File: config.mk
export PLATFORM = sky130hd
export DESIGN_NAME = max7219_rx
export DESIGN_NICKNAME = d
export VERILOG_FILES = /design/src/rtl/max7219_rx.sv
export SDC_FILE = /design/constraint.sdc
export NUM_CORES = 1
export LEC_CHECK = 0
export CORE_ASPECT_RATIO = 2
export CORE_MARGIN = 4
export CORE_UTILIZATION = 45
export DETAILED_ROUTE_END_ITERATION = 8
export PLACE_DENSITY = 0.71
export SLEW_MARGIN = 20
export SYNTH_ARGS = -nofsm -noshare
export SYNTH_HDL_FRONTEND = slang
export SYNTH_SLANG_ARGS = --single-unit
File: constraint.sdc
create_clock -name clk -period 4.6 [get_ports clk]
set_clock_uncertainty 0.2 [all_clocks]
set_input_delay 0.69 -clock clk [delete_from_list [all_inputs] [get_ports clk]]
set_output_delay 0.69 -clock clk [all_outputs]
set_load 0.05 [all_outputs]
File: src/rtl/max7219_rx.sv
// Receiver for the 3-wire MAX7219-style link (DIN/CLK/LOAD): oversamples the link on clk,
// shifts frames MSB-first and commits them on LOAD rise into a mirror of the display registers.
module max7219_rx #(
    parameter int SYNC_STAGES = 2,
    parameter int FRAME_BITS  = 16
) (
    input  logic        clk,
    input  logic        rst_n,
    input  logic        din,
    input  logic        sck,
    input  logic        load,
    output logic        dout,
    output logic [63:0] digits,
    output logic [7:0]  decode_mode,
    output logic [3:0]  intensity,
    output logic [2:0]  scan_limit,
    output logic        shutdown_n,
    output logic        display_test,
    output logic        wr_stb,
    output logic [3:0]  wr_addr,
    output logic [7:0]  wr_data,
    output logic        frame_err
);

    localparam logic [4:0] FRAME_CNT = 5'(FRAME_BITS);

    logic [SYNC_STAGES-1:0] r_din_sync;
    logic [SYNC_STAGES-1:0] r_sck_sync;
    logic [SYNC_STAGES-1:0] r_load_sync;
    logic                   r_sck_d;
    logic                   r_load_d;
    logic [FRAME_BITS-1:0]  r_sr;
    logic [4:0]             r_bit_cnt;
    logic                   r_dout;
    logic                   r_wr_stb;
    logic                   r_frame_err;
    logic [3:0]             r_wr_addr;
    logic [7:0]             r_wr_data;
    logic [63:0]            r_digits;
    logic [7:0]             r_decode_mode;
    logic [3:0]             r_intensity;
    logic [2:0]             r_scan_limit;
    logic                   r_shutdown_n;
    logic                   r_display_test;

    logic                   w_din_s;
    logic                   w_sck_s;
    logic                   w_load_s;
    logic                   w_sck_rise;
    logic                   w_load_rise;
    logic [FRAME_BITS-1:0]  w_sr_next;
    logic [4:0]             w_cnt_next;
    logic                   w_frame_full;

    always_ff @(posedge clk or negedge rst_n) begin
        if (!rst_n) begin
            r_din_sync  <= '0;
            r_sck_sync  <= '0;
            r_load_sync <= '0;
            r_sck_d     <= 1'b0;
            r_load_d    <= 1'b0;
        end else begin
            r_din_sync  <= {r_din_sync[SYNC_STAGES-2:0], din};
            r_sck_sync  <= {r_sck_sync[SYNC_STAGES-2:0], sck};
            r_load_sync <= {r_load_sync[SYNC_STAGES-2:0], load};
            r_sck_d     <= w_sck_s;
            r_load_d    <= w_load_s;
        end
    end

    // A sck rise coinciding with a load rise is folded in before the latch decision,
    // so the bit shifted on that cycle belongs to the committed frame.
    always_comb begin
        w_din_s      = r_din_sync[SYNC_STAGES-1];
        w_sck_s      = r_sck_sync[SYNC_STAGES-1];
        w_load_s     = r_load_sync[SYNC_STAGES-1];
        w_sck_rise   = w_sck_s & ~r_sck_d;
        w_load_rise  = w_load_s & ~r_load_d;
        w_sr_next    = r_sr;
        w_cnt_next   = r_bit_cnt;
        if (w_sck_rise) begin
            w_sr_next = {r_sr[FRAME_BITS-2:0], w_din_s};
            if (r_bit_cnt != 5'd31) begin
                w_cnt_next = r_bit_cnt + 5'd1;
            end
        end
        w_frame_full = (w_cnt_next >= FRAME_CNT);
    end

    // wr_stb is a single-cycle pulse; wr_addr/wr_data are valid with it and hold until the next commit.
    always_ff @(posedge clk or negedge rst_n) begin
        if (!rst_n) begin
            r_sr        <= '0;
            r_bit_cnt   <= '0;
            r_dout      <= 1'b0;
            r_wr_stb    <= 1'b0;
            r_frame_err <= 1'b0;
            r_wr_addr   <= '0;
            r_wr_data   <= '0;
        end else begin
            r_sr        <= w_sr_next;
            r_bit_cnt   <= w_load_rise ? 5'd0 : w_cnt_next;
            r_wr_stb    <= w_load_rise & w_frame_full;
            r_frame_err <= w_load_rise & ~w_frame_full;
            if (w_sck_rise) begin
                r_dout <= r_sr[FRAME_BITS-1];
            end
            if (w_load_rise && w_frame_full) begin
                r_wr_addr <= w_sr_next[11:8];
                r_wr_data <= w_sr_next[7:0];
            end
        end
    end

    always_ff @(posedge clk or negedge rst_n) begin
        if (!rst_n) begin
            r_digits       <= '0;
            r_decode_mode  <= '0;
            r_intensity    <= '0;
            r_scan_limit   <= '0;
            r_shutdown_n   <= 1'b0;
            r_display_test <= 1'b0;
        end else if (r_wr_stb) begin
            case (r_wr_addr)
                4'd1, 4'd2, 4'd3, 4'd4, 4'd5, 4'd6, 4'd7, 4'd8:
                    r_digits[{r_wr_addr[2:0] - 3'd1, 3'b000} +: 8] <= r_wr_data;
                4'd9:    r_decode_mode  <= r_wr_data;
                4'd10:   r_intensity    <= r_wr_data[3:0];
                4'd11:   r_scan_limit   <= r_wr_data[2:0];
                4'd12:   r_shutdown_n   <= r_wr_data[0];
                4'd13:   r_display_test <= r_wr_data[0];
                default: ;
            endcase
        end
    end

    assign dout         = r_dout;
    assign digits       = r_digits;
    assign decode_mode  = r_decode_mode;
    assign intensity    = r_intensity;
    assign scan_limit   = r_scan_limit;
    assign shutdown_n   = r_shutdown_n;
    assign display_test = r_display_test;
    assign wr_stb       = r_wr_stb;
    assign wr_addr      = r_wr_addr;
    assign wr_data      = r_wr_data;
    assign frame_err    = r_frame_err;

endmodule

# After elaboration in Yosys (flattened, before gate mapping)
# Cells that the tools add are included.
word_totals:
  register_bits: 125
  inputBits: 5
  output_inout_bits: 96
  word_cells: 59
op_classes:
  add_sub_neg: 3
  order_cmp: 1
  eq_ne: 14
  shifts: 2
  muxes: 5
  bitwise_logic: 7
  reduce_logical: 8
ops:
  columns: ["op", "n"]
  rows:
  - ["64-bit bitwise mux", 1]
  - ["8-bit by 8-bit variable shift with 64-bit output, first input constant", 1]
  - ["8-bit by 8-bit variable part select with 64-bit output", 1]
  - ["4-bit equality test, second input constant", 6]
  - ["4-bit by 3-bit equality test with 1-bit output, second input constant", 4]
  - ["5-bit two-way mux", 3]
  - ["12-bit two-way mux", 1]
  - ["2-bit AND reduction", 6]
  - ["4-bit by 2-bit equality test with 1-bit output, second input constant", 2]
  - ["6-bit negator with 8-bit output", 1]
  - ["8-bit OR reduction", 1]
  - ["5-bit by 1-bit adder with 5-bit output, second input constant", 1]
  - ["5-bit greater-or-equal comparator, second input constant", 1]
  - ["5-bit inequality test, second input constant", 1]
  - ["1-bit bitwise AND", 4]
  - ["4-bit by 1-bit equality test with 1-bit output, second input constant", 1]
  - ["1-bit inverter", 3]
  - ["3-bit by 1-bit subtractor with 3-bit output, second input constant", 1]
  - ["1-bit logical AND", 1]

# Logic depth before layout (Yosys ltp)
logic_depth:
  depth_word: 6
  ltp_mapped: 9
  mapped_depth_nobuf: 8

# Least setup slack after synthesis
# No wires, ideal clock.
synth_path:
  path_type: "register -> register"
  start: "reg r_wr_addr[0], in the netlist wr_addr[0]"
  end: "reg r_digits[40], in the netlist digits[40]"
  setup_ps: 79
  t_arrival_ps: 2810
  t_required_ps: 4321
  setup_slack_ps: 1511
  stages_incl_launch_ff: 10
  path_buffers: 2
  synth_period_minus_slack_ps: 3089
  path_cell_list: "dfrtp_1 > buf_2 > inv_1 > ha_1 > xnor2_1 > ha_1 > clkbuf_1 > nor3b_1 > nand2_1 > mux2i_1"
synth_via:
  elab_chain_len: 4
  elab_cells_between_ends: 15
  classes_between: "2 x add/sub; 8 x eq/ne; 2 x shift; 1 x mux; 2 x reduce/logical"
synth_rtl:
  columns: ["element", "line", "rtl"]
  rows:
  - ["start: declaration", "37", "logic [3:0] r_wr_addr;"]
  - ["start signal: assignment", "109", "r_wr_addr <= w_sr_next[11:8];"]
  - ["3-bit by 1-bit subtractor with 3-bit output", "126", "r_digits[{r_wr_addr[2:0] - 3'd1, 3'b000} +: 8] <= r_wr_data;"]
  - ["6-bit negator with 8-bit output", "126", null]
  - ["8-bit by 8-bit variable part select with 64-bit output or 8-bit by 8-bit variable shift with 64-bit output (tied branches)", "126", null]
  - ["64-bit bitwise mux", "126", null]
  - ["end signal: indexed assignment", "126", null]
  - ["end: declaration", "39", "logic [63:0] r_digits;"]
# Parallel ways exist; a longest one is shown, timed or not.
# A chain may end at the register's enable or synchronous reset.

# Worst setup path after layout
layout_path:
  start: "reg r_wr_addr[0], in the netlist wr_addr[0]"
  end: "reg r_digits[47], in the netlist digits[47]"
# Same word-level chain as after synthesis.

==> metrics.cfg <==
[global_route]
antenna_found_initial = 0
grt_remaining_overflow = 0
first_global_vias = 3757
grt_first_pass_wirelength_um = 20100
grt_max_degree = 68
grt_usage_pct = 19.3

[routing]
routed-via-count = 3374
first_iter_violations = 124
wl_met3_um = 513
totalWireLength_um = 12300
met1Wirelength_um = 4620
drc = 0
dr.max_layer_used = met4
wl_per_cell_um = 18.4
routed-wl-met2_um = 6840
drtAntennaViolNets = 0
via_per_inst = 5.07
drt_pass1_iterations = 4

[synthesis]
yosys_warnings = 0
ys.flop_type = dfrtp_1
ys_seq_area_share_pct = 59.7
synth.top_cells.by_area = dfrtp_1, mux2_2, mux2i_1
ys_ff_latch = 125
synth.distinct_cells = 37
yosysTopAreaCellShare_pct = 59.7
synthArstFlopShare_pct = 100
syn_area_per_cell_sq_um = 12.9
synth_nets = 422
yosysTopAreaCell = dfrtp_1
synth_edf_count = 0
netlist_instances = 407
synth_area_sq_um = 5240

[timing]
hold_viol_final = 0
fmax_mhz = 315
slew_viol_final = 0
setup_viol = 0
rsz0062_at_grt = false
finalWorstSetupSlack_ns = 1.43
tns_ns = 0
worst_slew_pin_slew_ns = 0.896
period_share_pct = 69.0
finalCriticalPeriod_ns = 3.17
slew_headroom_pct = 40.1

[floorplanning]
coreArea_sq_um = 11400
dieWidth_um = 84.3
ios = 101
start_util_pct = 46.2
dieArea_sq_um = 13500
die_h_um = 161
rows = 55

[placed_design]
gp_congestion = 0.772
dpl_worst_slack_ns = 1.41
dpl-instance-area_sq_um = 6350
portBuffers = 100
dp_hpwl_um = 8520

[power_and_ir_drop]
p_total_uw = 2680
leakagePower_uw = 0.00324
power_density_nw_per_um2 = 386
ir_drop_mv = 0.302

[finish]
nNetsFinal = 525
design_area_sq_um = 6960
areaGrowthSynthToFinish_pct = 32.8
n_antenna_cell = 0
final_core_utilization_pct = 61.3
drive_above_1_share_pct = 21.6
fillCellCount = 924

[setup_path]
worst_setup_path_end_kind = flip-flop
required_ns = 4.72
ff2ff_setup_slack_ns = 1.43
worstPathCellList = inv_1, ha_1, xnor2_1, ha_1, nor3b_1, nand2_1, mux2i_1
critPathMaxStageDelay_ns = 0.80
ff2ff_path_depth = 7
crit_top_cell = ha_1
crit_start = wr_addr[0]$_DFFE_PN0P_
r2r-end = digits[47]$_DFFE_PN0P_
worstPathMaxFanout = 15
cpMaxStageDelayCell = nor3b_1
rr_startpoint = wr_addr[0]$_DFFE_PN0P_
critPathArrivalTime_ns = 3.29
path_delay_family = simple AND/OR/NAND/NOR gates
endpoint = digits[47]$_DFFE_PN0P_
crit_type = flip-flop to flip-flop
path_depth = 7
startpoint_type = flip-flop
crit_buf_inv = 1

[clock_tree]
insertion_delay_ns = 0.40
hold_buffers = 0
cts_max_path_buffers = 2
clk_pin_slew_worst_paths_ns = 0.06
cts_tree = done
clock-sinks = 125
htree_levels = 4
cts_setup_buffers = 0
ctsResizeCount = 0
cts_made_buffers = 17
root_buffer = clkbuf_16

[worst_hold_path]
hold_path.startpoint = r_din_sync[0]$_DFF_PN0_
min_path_type = flip-flop to flip-flop

[run_status]
status = completed

[run]
maxCapViolCount = 0

[cell type report]
cell class	count	area, sq um	share of cell area (%)
Clock buffer	18	439	6.31
Clock inverter	14	169	2.43
Inverter	46	173	2.48
Multi-Input combinational cell	216	1850	26.5
Sequential cell	125	3130	44.9
Tap cell	142	178	2.55
Timing Repair Buffer	104	1030	14.8
[metal layers]
layer	vias to the layer above	global-route usage, %
li1	1557	-
met4	0	8.78
met3	21	4.77
met2	86	34.7
met5	-	0
met1	1710	21.0
[state kept, by name (all words and copies together), names as in the netlist, 2 cells and up]
name,flops
r_bit_cnt,5
r_sck_sync,2
r_load_sync,2
wr_addr,4
decode_mode,8
wr_data,8
r_din_sync,2
r_sr,16
scan_limit,3
digits,64
intensity,4
[cell usage after synthesis (4+ instances only)]
cell type    n
and3_1       4
nand2_1     50
ha_1        10
inv_1       46
clkbuf_1    11
nor2b_1      4
mux2_2      67
dfrtp_1    125
mux2i_1     44
nor2_1       5
[through the flow]
| step | std cells | hold WS, ns |
|---|---|---|
| after floorplan | 407 | 0.131 |
| after global placement | 633 | 0.134 |
| after detailed placement | 633 | 0.135 |
| after CTS | 665 | 0.147 |
| after global routing | 665 | 0.155 |
| final | 665 | 0.146 |
[how the worst min path moves through the flow]
stage | to | slack (ns) | cells past startpoint
after floorplan | r_din_sync[1]$_DFF_PN0_ | 0.13 | 0
after global placement | r_sck_sync[1]$_DFF_PN0_ | 0.13 | 0
after detailed placement | r_din_sync[1]$_DFF_PN0_ | 0.13 | 0
after CTS | r_din_sync[1]$_DFF_PN0_ | 0.15 | 0
after global routing | r_din_sync[1]$_DFF_PN0_ | 0.16 | 0
final | r_din_sync[1]$_DFF_PN0_ | 0.15 | 0
[power breakdown]
| group | internal [uW] | switching (uW) | total [uW] |
|---|---|---|---|
| clock | 865 | 485 | 1350 |
| combinational | 62.6 | 67.0 | 130 |
| sequential | 1170 | 35.1 | 1200 |
| total | 2100 | 587 | 2680 |
[cells by family (layout without fill, tap and decap cells)]
group	count (synthesis)	count (layout)	synth area share, %
AO/OA/AOI/OAI	7	7	1.10
AND/OR/NAND/NOR	86	86	8.55
multiplexers	111	111	22.8
buffers and inverters	66	182	5.16
adder cells (fa/ha/maj)	10	10	2.39
XOR/XNOR	2	2	0.334
flip-flops	125	125	59.7
[placed cells by master, fill, tap and decap left out, drive strengths merged, types with 2 or more instances in the layout]
cell type,instances
clkbuf,18
dfrtp,125
inv,47
nor3b,3
nor3,2
bufinv,3
buf,5
nor2,5
nand2,50
clkinv,5
nand4,5
mux2,67
mux2i,44
clkdlybuf4s50,99
and2,2
ha,10
and4b,2
and3,4
clkinvlp,5
nand3,4
nor2b,4
Note: power is estimated with default switching activity, not from simulation.
